[src/rtl/hps_hex_key_responder.sv]
// hps_hex_key_responder: Avalon-MM six-digit seven-segment driver with double-dabble conversion and debounced key interrupts
module hps_hex_key_responder #(
  parameter int DEBOUNCE_CYCLES = 50000,
  parameter int CNT_W = 16
) (
  input  logic        clk_clk,
  input  logic        reset_reset,
  input  logic [2:0]  avs_address,
  input  logic        avs_read,
  input  logic        avs_write,
  input  logic [31:0] avs_writedata,
  output logic [31:0] avs_readdata,
  output logic        avs_waitrequest,
  output logic        irq,
  input  logic [3:0]  key_in,
  output logic [13:0] hex_0_out,
  output logic [13:0] hex_1_out,
  output logic [13:0] hex_2_out
);
  typedef enum logic [1:0] {IDLE, SHIFT, DONE} state_t;
  state_t state, state_nx;
  logic [23:0] value, bin, bcd, adj, digits, hexd, shown;
  logic [4:0] cnt;
  logic [2:0] ctrl;
  logic [3:0] edges, mask, sync1, sync2, pressed, lvl, hit, rise, w1c;
  logic [CNT_W-1:0] dcnt [4];
  logic [5:0] blanked;
  logic [6:0] seg [6];
  logic [31:0] rd_mux;
  logic busy, start, lead, unused;
  function automatic logic [6:0] dec(input logic [3:0] d);
    case (d)
      4'h0: dec = 7'h40;
      4'h1: dec = 7'h79;
      4'h2: dec = 7'h24;
      4'h3: dec = 7'h30;
      4'h4: dec = 7'h19;
      4'h5: dec = 7'h12;
      4'h6: dec = 7'h02;
      4'h7: dec = 7'h78;
      4'h8: dec = 7'h00;
      4'h9: dec = 7'h10;
      4'hA: dec = 7'h08;
      4'hB: dec = 7'h03;
      4'hC: dec = 7'h46;
      4'hD: dec = 7'h21;
      4'hE: dec = 7'h06;
      default: dec = 7'h0E;
    endcase
  endfunction
  assign unused = ^avs_writedata[31:24];
  assign busy = state != IDLE;
  assign start = avs_write && avs_address == 3'd0 && !busy;
  assign avs_waitrequest = avs_write && avs_address == 3'd0 && busy;
  assign w1c = avs_write && avs_address == 3'd3 ? avs_writedata[3:0] : 4'd0;
  assign pressed = ~sync2;
  always_ff @(posedge clk_clk)
    state <= reset_reset ? IDLE : state_nx;
  always_comb begin
    state_nx = start ? SHIFT : state == SHIFT && cnt == 5'd23 ? DONE : state == DONE ? IDLE : state;
  end
  always_comb begin
    adj = bcd;
    for (int k = 0; k < 6; k++)
      adj[4*k+:4] = bcd[4*k+:4] >= 4'd5 ? bcd[4*k+:4] + 4'd3 : bcd[4*k+:4];
  end
  always_ff @(posedge clk_clk) begin
    if (reset_reset) begin
      value <= '0;
      bin <= '0;
      bcd <= '0;
      cnt <= '0;
      digits <= '0;
      hexd <= '0;
    end else begin
      if (start) begin
        value <= avs_writedata[23:0];
        bin <= avs_writedata[23:0] > 24'd999999 ? 24'd999999 : avs_writedata[23:0];
        bcd <= '0;
        cnt <= '0;
      end else if (state == SHIFT) begin
        {bcd, bin} <= {adj[22:0], bin, 1'b0};
        cnt <= cnt + 5'd1;
      end
      if (state == DONE) begin
        digits <= bcd;
        hexd <= value;
      end
    end
  end
  assign rd_mux = avs_address == 3'd0 ? {8'd0, value} :
                  avs_address == 3'd1 ? {29'd0, ctrl} :
                  avs_address == 3'd2 ? {24'd0, lvl, 3'd0, busy} :
                  avs_address == 3'd3 ? {28'd0, edges} :
                  avs_address == 3'd4 ? {28'd0, mask} : 32'd0;
  always_ff @(posedge clk_clk) begin
    if (reset_reset) begin
      ctrl <= 3'b100;
      mask <= '0;
      avs_readdata <= '0;
      edges <= '0;
      irq <= 1'b0;
    end else begin
      if (avs_write && avs_address == 3'd1)
        ctrl <= avs_writedata[2:0];
      if (avs_write && avs_address == 3'd4)
        mask <= avs_writedata[3:0];
      if (avs_read)
        avs_readdata <= rd_mux;
      edges <= (edges & ~w1c) | rise;
      irq <= |(edges & mask);
    end
  end
  always_comb begin
    hit = '0;
    for (int k = 0; k < 4; k++)
      hit[k] = pressed[k] != lvl[k] && dcnt[k] == CNT_W'(DEBOUNCE_CYCLES - 1);
    rise = hit & ~lvl;
  end
  always_ff @(posedge clk_clk) begin
    if (reset_reset) begin
      sync1 <= 4'hF;
      sync2 <= 4'hF;
      lvl <= '0;
      for (int k = 0; k < 4; k++)
        dcnt[k] <= '0;
    end else begin
      sync1 <= key_in;
      sync2 <= sync1;
      lvl <= lvl ^ hit;
      for (int k = 0; k < 4; k++)
        dcnt[k] <= pressed[k] == lvl[k] || hit[k] ? '0 : dcnt[k] + CNT_W'(1);
    end
  end
  assign shown = ctrl[0] ? hexd : digits;
  always_comb begin
    lead = 1'b1;
    blanked = '0;
    for (int k = 5; k >= 1; k--) begin
      lead = lead && shown[4*k+:4] == 4'd0;
      blanked[k] = lead && ctrl[1];
    end
    for (int k = 0; k < 6; k++)
      seg[k] = !ctrl[2] || blanked[k] ? 7'h7F : dec(shown[4*k+:4]);
  end
  always_ff @(posedge clk_clk) begin
    if (reset_reset) begin
      hex_0_out <= 14'h2040;
      hex_1_out <= 14'h2040;
      hex_2_out <= 14'h2040;
    end else begin
      hex_0_out <= {seg[1], seg[0]};
      hex_1_out <= {seg[3], seg[2]};
      hex_2_out <= {seg[5], seg[4]};
    end
  end
endmodule

[config.mk]
export PLATFORM = sky130hd
export DESIGN_NAME = hps_hex_key_responder
export DESIGN_NICKNAME = d
export VERILOG_FILES = /design/src/rtl/hps_hex_key_responder.sv
export SDC_FILE = /design/constraint.sdc
export NUM_CORES = 1
export LEC_CHECK = 0
export CORE_MARGIN = 3
export CORE_UTILIZATION = 39
export CTS_CLUSTER_DIAMETER = 200
export DETAILED_ROUTE_END_ITERATION = 16
export HOLD_SLACK_MARGIN = 0.02
export SLEW_MARGIN = 5
export SYNTH_ARGS = -nofsm -noshare
export SYNTH_HDL_FRONTEND = slang
export SYNTH_SLANG_ARGS = --single-unit
[constraint.sdc]
create_clock -name clk_clk -period 4.5 [get_ports clk_clk]
set_clock_uncertainty 0.1 [all_clocks]
set_input_delay 1.125 -clock clk_clk [delete_from_list [all_inputs] [get_ports clk_clk]]
set_output_delay 1.125 -clock clk_clk [all_outputs]
set_load 0.01 [all_outputs]
Word level (Yosys, flattened, before mapping)

Memory sizes are Yosys's and may differ from the RTL's.
Cells that the tools add are included.

Flip-flop bits (word level): 225
Latch bits: 0
Bits in writable memories: 64
Bits in read-only memories: 672
Input port bits: 43
Output and inout port bits: 76
Memories: 7

$add $sub $neg: 11
$mul: 0
Divide/modulo/power cells: 0
$lt $le $gt $ge: 7
Eq/ne operators: 19
Shifts and indexed selects: 0
Multiplexer cells: 36
Bitwise operators: 13
Reduce and logical (&&, ||, !) cells: 49

Memories:

| memory           | words | width | read ports | clocked after Yosys merged registers in | write ports | line | RTL |
|---|---|---|---|---|---|---|---|
| (name not given) | 16    | 7     | 1          | 0                                       | 0           | 32   | `case (d)` |
| (name not given) | 16    | 7     | 1          | 0                                       | 0           | 32   |  |
| (name not given) | 16    | 7     | 1          | 0                                       | 0           | 32   |  |
| (name not given) | 16    | 7     | 1          | 0                                       | 0           | 32   |  |
| (name not given) | 16    | 7     | 1          | 0                                       | 0           | 32   |  |
| (name not given) | 16    | 7     | 1          | 0                                       | 0           | 32   |  |
| 1 more memories  | n/a   | n/a   | n/a        | n/a                                     | n/a         | n/a  |  |

Operators by type and width:

| cell                                                                                 | number |
|---|---|
| 16-bit two-way mux                                                                   | 8 |
| 24-bit two-way mux                                                                   | 5 |
| 16-bit by 1-bit adder with 16-bit output (second input constant)                     | 4 |
| 16-bit == test (second input constant)                                               | 4 |
| 6-bit two-way mux                                                                    | 6 |
| 4-bit two-way mux                                                                    | 8 |
| 4-bit by 3-bit greater-or-equal comparator with 1-bit output (second input constant) | 6 |
| 24-bit by 20-bit greater-than comparator with 1-bit output (second input constant)   | 1 |
| 4-bit by 2-bit adder with 4-bit output (second input constant)                       | 5 |
| 1-bit logical AND                                                                    | 20 |
| 4-bit zero test                                                                      | 5 |
| 8-bit two-way mux                                                                    | 2 |
| 2-bit OR reduction                                                                   | 7 |
| 4-bit AND                                                                            | 3 |
| 4-bit inverter                                                                       | 3 |
| 1-bit logical OR                                                                     | 9 |
| 3-bit by 2-bit == test with 1-bit output (second input constant)                     | 2 |
| 2-bit nonzero test                                                                   | 3 |
| 5-bit by 1-bit adder with 5-bit output (second input constant)                       | 1 |
| 5-bit == test (second input constant)                                                | 1 |
| 1-bit == test                                                                        | 4 |
| 1-bit two-way mux                                                                    | 4 |
| 2-bit two-way mux                                                                    | 2 |
| 1-bit inequality test                                                                | 4 |
| other kinds (14)                                                                     | 18 |

Depth between registers and ports, before layout

Gate-level depths: netlist of the first run.

Word-level depth: 9
Gate-level depth with buffers: 9

Least setup slack after synthesis of the first run

No wires, ideal clock.

Path kind: input to output
Start point: input port avs_address[2]
End point: output port avs_waitrequest
Data arrival time: 2.038 ns
Data required time: 3.275 ns
Setup slack: 1.237 ns
Stages on the path: 3
Buffers on the path: 1
Cells stage by stage: clkbuf_1 > or3_1 > nor3b_1

Word-level cells in the longest chain between the ends: 3

RTL lines:

| item                           | line | RTL |
|---|---|---|
| start: declaration             | 8    | `input logic [2:0] avs_address,` |
| 3-bit zero test                | 54   | `assign avs_waitrequest = avs_write && avs_address == 3'd0 && busy;` |
| 1-bit logical AND (2 in a row) | 54   |  |
| end: declaration               | 13   | `output logic avs_waitrequest,` |

No other way between the ends.

Worst setup path in the final report of the first run

Ends and elaborated chain as after synthesis.

==> results of run 1 <==
## worst max-delay path by stage
stage          slack, ps              end           start
5_1_grt              450  avs_waitrequest  avs_address[2]
2_1_floorplan       1240  avs_waitrequest  avs_address[2]
3_5_place_dp         490  avs_waitrequest  avs_address[2]
6_report             520  avs_waitrequest  avs_address[2]
4_1_cts              500  avs_waitrequest  avs_address[2]
3_3_place_gp         500  avs_waitrequest  avs_address[2]
## critical path, stage by stage
cell and delay [ps]:
clkdlybuf4s50_1 420, or3_1 450, nor3b_1 200, clkdlybuf4s50_1 560
## cell type report
cell class / count / area share (%)
inverters: 38 / 0.947
flip-flops and latches: 281 / 37.4
multi-input cells: 1126 / 43.8
repair buffers: 119 / 7.63
well taps: 435 / 3.61
clock buffers: 47 / 6.07
clock inverters: 6 / 0.532
## synth_stat cells (all sizes together) (35+ instances only)
cell type	count	share of area, %
ha	52	5.1
nor3	35	1.4
inv	38	1.1
clkbuf	50	1.5
nor2	150	4.4
a21oi	177	7.0
buf	38	1.7
dfxtp	281	44
nand2	260	7.7
mux2i	40	3.1
nand3	55	2.2
xor2	42	2.9
o21ai	39	1.5
## flip-flops by register name (all words and copies together), names as in the netlist, 5 cells and up
| register | cells |
|---|---|
| dcnt | 64 |
| avs_readdata | 24 |
| bcd | 24 |
| bin | 24 |
| digits | 24 |
| hexd | 24 |
| value | 24 |
| hex_0_out | 14 |
| hex_1_out | 14 |
| hex_2_out | 14 |
| cnt | 5 |
## layer usage
metal	track usage, %	vias up	part of all wire [%]
li1	-	5311	-
met1	24.8	4879	51
met2	25.9	181	43
met3	2.39	36	4.0
met4	3.87	0	1.8
met5	0	-	0
## power by group through the flow
stage / clock (uW) / combinational [uW] / sequential [uW]
2_1_floorplan: 0 / 116 / 2590
3_3_place_gp: 0 / 212 / 2590
3_5_place_dp: 0 / 213 / 2590
4_1_cts: 2500 / 214 / 2540
5_1_grt: 2610 / 232 / 2540
6_report: 2440 / 213 / 2540
## per-stage QoR
stage,cell area (sq um),util [%],total power (uW)
floorplan,12800,-,2700
global placement,14100,44.1,2800
detailed placement,14100,44.1,2800
CTS,15100,47.2,5250
global route,15100,47.2,5380
finish,15100,47.2,5190
## cell families after synthesis
logic type	synth area share (%)
compound gates	13.7
xor+xnor	5.16
fa+ha+maj	5.11
buf+inv	4.32
flops	44.2
mux	4.73
other cells	0.0294
simple gates	22.8
==> results.cfg, run 1 <==
[routing]
vias = 10400
avgViaCountPerCell = 5.07
drt-initial-drc-count = 714
dr.pass1.iters = 5
drc = 0
drt-total-wl_um = 30300
wire_per_inst_um = 14.8
ant_nets = 0

[critical_path]
worst_r2r_endpoint = hex_0_out[10]$_SDFF_PP0_
arrival_ps = 2760
required_ps = 3270
startpoint_type = input pin
path_class = in -> out
reg2reg_slack_ps = 1550
cp_max_fo = 3
cp-end-kind = output port
reg2reg_depth = 8
worstReg2RegStart = ctrl[0]$_SDFFE_PP0P_

[sta]
hold_ws_ps = 311
min_period_over_period_pct = 88.5
hold_viol_final = 0
setup_viol = 0
drv_slew = 0
fin_crit_ps = 3980
rsz0062_at_grt = no
tns_ps = 0
max_freq_mhz = 251
worst_slew_pin_slew_ps = 1060
fin_ws_ps = 518
slew_headroom_pct = 27.3

[placement]
port_buffers = 102
gp_congestion = 0.852
dp_hpwl_um = 20800
placed_cells = 1999
pre_cts_slack_ps = 494

[floorplan]
row_count = 65
die_h_um = 187
coreArea_sq_um = 31900
dieArea_sq_um = 34900
die_x_um = 187
initial_core_util_pct = 40.0
ios = 119

[min_path]
hold_depth = 1
hp-class = reg -> reg
min-delay-start = sync1[3]$_SDFF_PP1_
whs_endpoint = sync2[3]$_SDFF_PP1_

[cts]
htreeDepth = 1
cts_tree = yes
cts_resized = 0
hold_buffers = 0
cts_buffer_depth = 3
clock-sinks = 281
cts_buffers = 30
clk_pin_slew_worst_paths_ps = 60
insertion_delay_ps = 560
cts_setup_buffers = 0
cts_root_buf = clkbuf_16

[grt]
antenna_found_initial = 0
grt_first_pass_wirelength_um = 50100
grt_max_degree = 72
overflow = 0
track_usage_pct = 16.8
grt_pass1_vias = 9637

[pwr]
ir_worst_vdd_uv = 274
cellInternalPower_uw = 4050
p_leak_uw = 0.00524
seqPwrFrac_pct = 48.9
p_sw_share_pct = 21.9
pwr-share-comb_pct = 4.1
p_per_area_nw_per_um2 = 344
clockPowerShare_pct = 47.0
p_sw_uw = 1140

[job]
drv_cap = 0

[synthesis]
synth_cells = 1526
yosysSeqAreaShare_pct = 44.2
ys.flop_type = dfxtp_1
post_synth_num_cell_types = 59
synth-edff-count = 0
postSynth.asyncResetShare_pct = 0
yosys_warnings = 0
syn_avg_cell_area_sq_um = 8.35
synth.ff_latch_count = 281
netlist_area_sq_um = 12700

[cells_and_area]
drive_gt1_share_pct = 6.43
layoutNonFillerInstCount = 2052
multiInputGateArea_sq_um = 6600
fill_cells = 3162
final_common_cell = dfxtp_1
layout_common_cells = 280 x dfxtp_1, 260 x nand2_1, 177 x a21oi_1, 150 x nor2_1, 101 x clkdlybuf4s50_1
seq_area_sq_um = 5630
syn_to_final_growth_pct = 18.2
fin_nets = 1691
antennaDiodeCount = 0

[outcome]
status = completed
Power figures use the tool's default switching activity.
==> run 2, diff against run 1 <==
CORE_MARGIN = 2   (was 3)
CORE_UTILIZATION = 23   (was 39)
==> run 2 against run 1 <==
Compared with the run above: final area rose by 2.6%; sequential share of layout area fell by 0.94 points; setup slack got worse by 84 ps; register-to-register slack got worse by 80 ps; hold slack got worse by 3.3 ps; die area rose by 64%; clock-buffer cell count fell by 1; global-route usage fell by 5.5 points; sequential power barely moved; core utilization fell by 19 points; critical endpoint unchanged; largest cell class unchanged.
==> results.cfg, run 2 (same netlist as run 1, synthesis figures left out) <==
[floorplan]
die_h_um = 239
ios = 119
dieArea_sq_um = 57300
row_count = 86
initial_core_util_pct = 23.2
die_x_um = 239
coreArea_sq_um = 55000

[placement]
dp_hpwl_um = 24000
gp_congestion = 0.806
port_buffers = 102
pre_cts_slack_ps = 399
placed_cells = 2309

[cts]
cts_resized = 0
clk_pin_slew_worst_paths_ps = 60
cts_setup_buffers = 0
cts_buffers = 30
cts_buffer_depth = 3
htreeDepth = 1
clock-sinks = 281
hold_buffers = 0
cts_tree = yes
insertion_delay_ps = 570
cts_root_buf = clkbuf_16

[grt]
antenna_found_initial = 7
overflow = 0
grt_pass1_vias = 10100
grt_max_degree = 72
grt_first_pass_wirelength_um = 53000
track_usage_pct = 11.3

[critical_path]
reg2reg_slack_ps = 1470
startpoint_type = input pin
path_class = in -> out
crit_path_start = avs_address[2]
endpoint = avs_waitrequest
cp_max_fo = 3
worst_r2r_endpoint = hex_0_out[7]$_SDFF_PP0_
arrival_ps = 2840
reg2reg_depth = 6
cp-end-kind = output port
worstReg2RegStart = ctrl[0]$_SDFFE_PP0P_
required_ps = 3270

[pwr]
power.total_uw = 5210
p_per_area_nw_per_um2 = 337
ir_worst_vdd_uv = 263
p_leak_uw = 0.00523

[sta]
fin_ws_ps = 434
min_period_over_period_pct = 90.4
drv_slew = 0
worst_slew_pin_slew_ps = 1160
slew_headroom_pct = 22.8
hold_ws_ps = 308
rsz0062_at_grt = no
fin_crit_ps = 4070
hold_viol_final = 0
setup_viol = 0
max_freq_mhz = 246
tns_ps = 0

[cells_and_area]
drive_gt1_share_pct = 6.56
layout_common_cells = 280 x dfxtp_1, 260 x nand2_1, 177 x a21oi_1, 150 x nor2_1, 101 x clkdlybuf4s50_1
regMostFlops = dcnt
largest_register_ffs = 64
layoutNonFillerInstCount = 2364
multiInputGateArea_sq_um = 6610
fill_cells = 5798
fin_nets = 1688
final_common_cell = dfxtp_1
syn_to_final_growth_pct = 21.3
seq_area_sq_um = 5630

[min_path]
hp-class = reg -> reg

[job]
drv_cap = 0

[routing]
ant_nets = 0
drt-total-wl_um = 33200
drt-initial-drc-count = 578
drc = 0
vias = 10600
avgViaCountPerCell = 4.48
wire_per_inst_um = 14.1
dr.pass1.iters = 5

[outcome]
status = completed
==> run 2: how the worst min path moves through the flow <==
stage | startpoint | to | slack [ps] | cells after the start
after CTS | sync1[3]$_SDFF_PP1_ | sync2[3]$_SDFF_PP1_ | 310 | 1
after detailed placement | sync1[3]$_SDFF_PP1_ | sync2[3]$_SDFF_PP1_ | 300 | 1
after global routing | sync1[0]$_SDFF_PP1_ | sync2[0]$_SDFF_PP1_ | 330 | 1
after global placement | sync1[3]$_SDFF_PP1_ | sync2[3]$_SDFF_PP1_ | 300 | 1
after floorplan | sync1[0]$_SDFF_PP1_ | sync2[0]$_SDFF_PP1_ | 290 | 1
final | sync1[3]$_SDFF_PP1_ | sync2[3]$_SDFF_PP1_ | 310 | 1
==> run 2: critical path, cell delays in order <==
cell and delay (ps):
clkdlybuf4s50_1 440, or3_1 450, nor3b_1 240, clkdlybuf4s50_1 590
==> run 2: through the flow <==
step           utilization, %  cell area [sq um]
6_report                 28.1              15500
5_1_grt                  28.1              15500
4_1_cts                  28.1              15400
3_5_place_dp             26.3              14500
3_3_place_gp             26.3              14500
2_1_floorplan               -              12800
==> run 2: cell type report <==
class | count | area share [%]
clock inverter | 8 | 0.308
clock buffer | 46 | 6.16
sequential | 281 | 36.4
tap | 748 | 6.06
inverter | 38 | 0.923
multi-input combinational | 1126 | 42.8
antenna | 1 | 0.0162
timing repair buffer | 116 | 7.35
==> run 2: report_power, final <==
group / switching (uW) / leakage, uW / internal (uW)
Clock: 1010 / 0.000492 / 1450
Combinational: 129 / 0.00247 / 87.2
Sequential: 18.0 / 0.00227 / 2520
Total: 1160 / 0.00523 / 4050
==> run 2: routing by layer <==
metal / up-vias / GRT usage (%) / share of wire (%)
li1: 5303 / - / -
met4: 12 / 2.95 / 1.8
met2: 250 / 18.5 / 45
met3: 50 / 2.88 / 6.9
met5: - / 0 / 0.22
met1: 4982 / 14.8 / 46
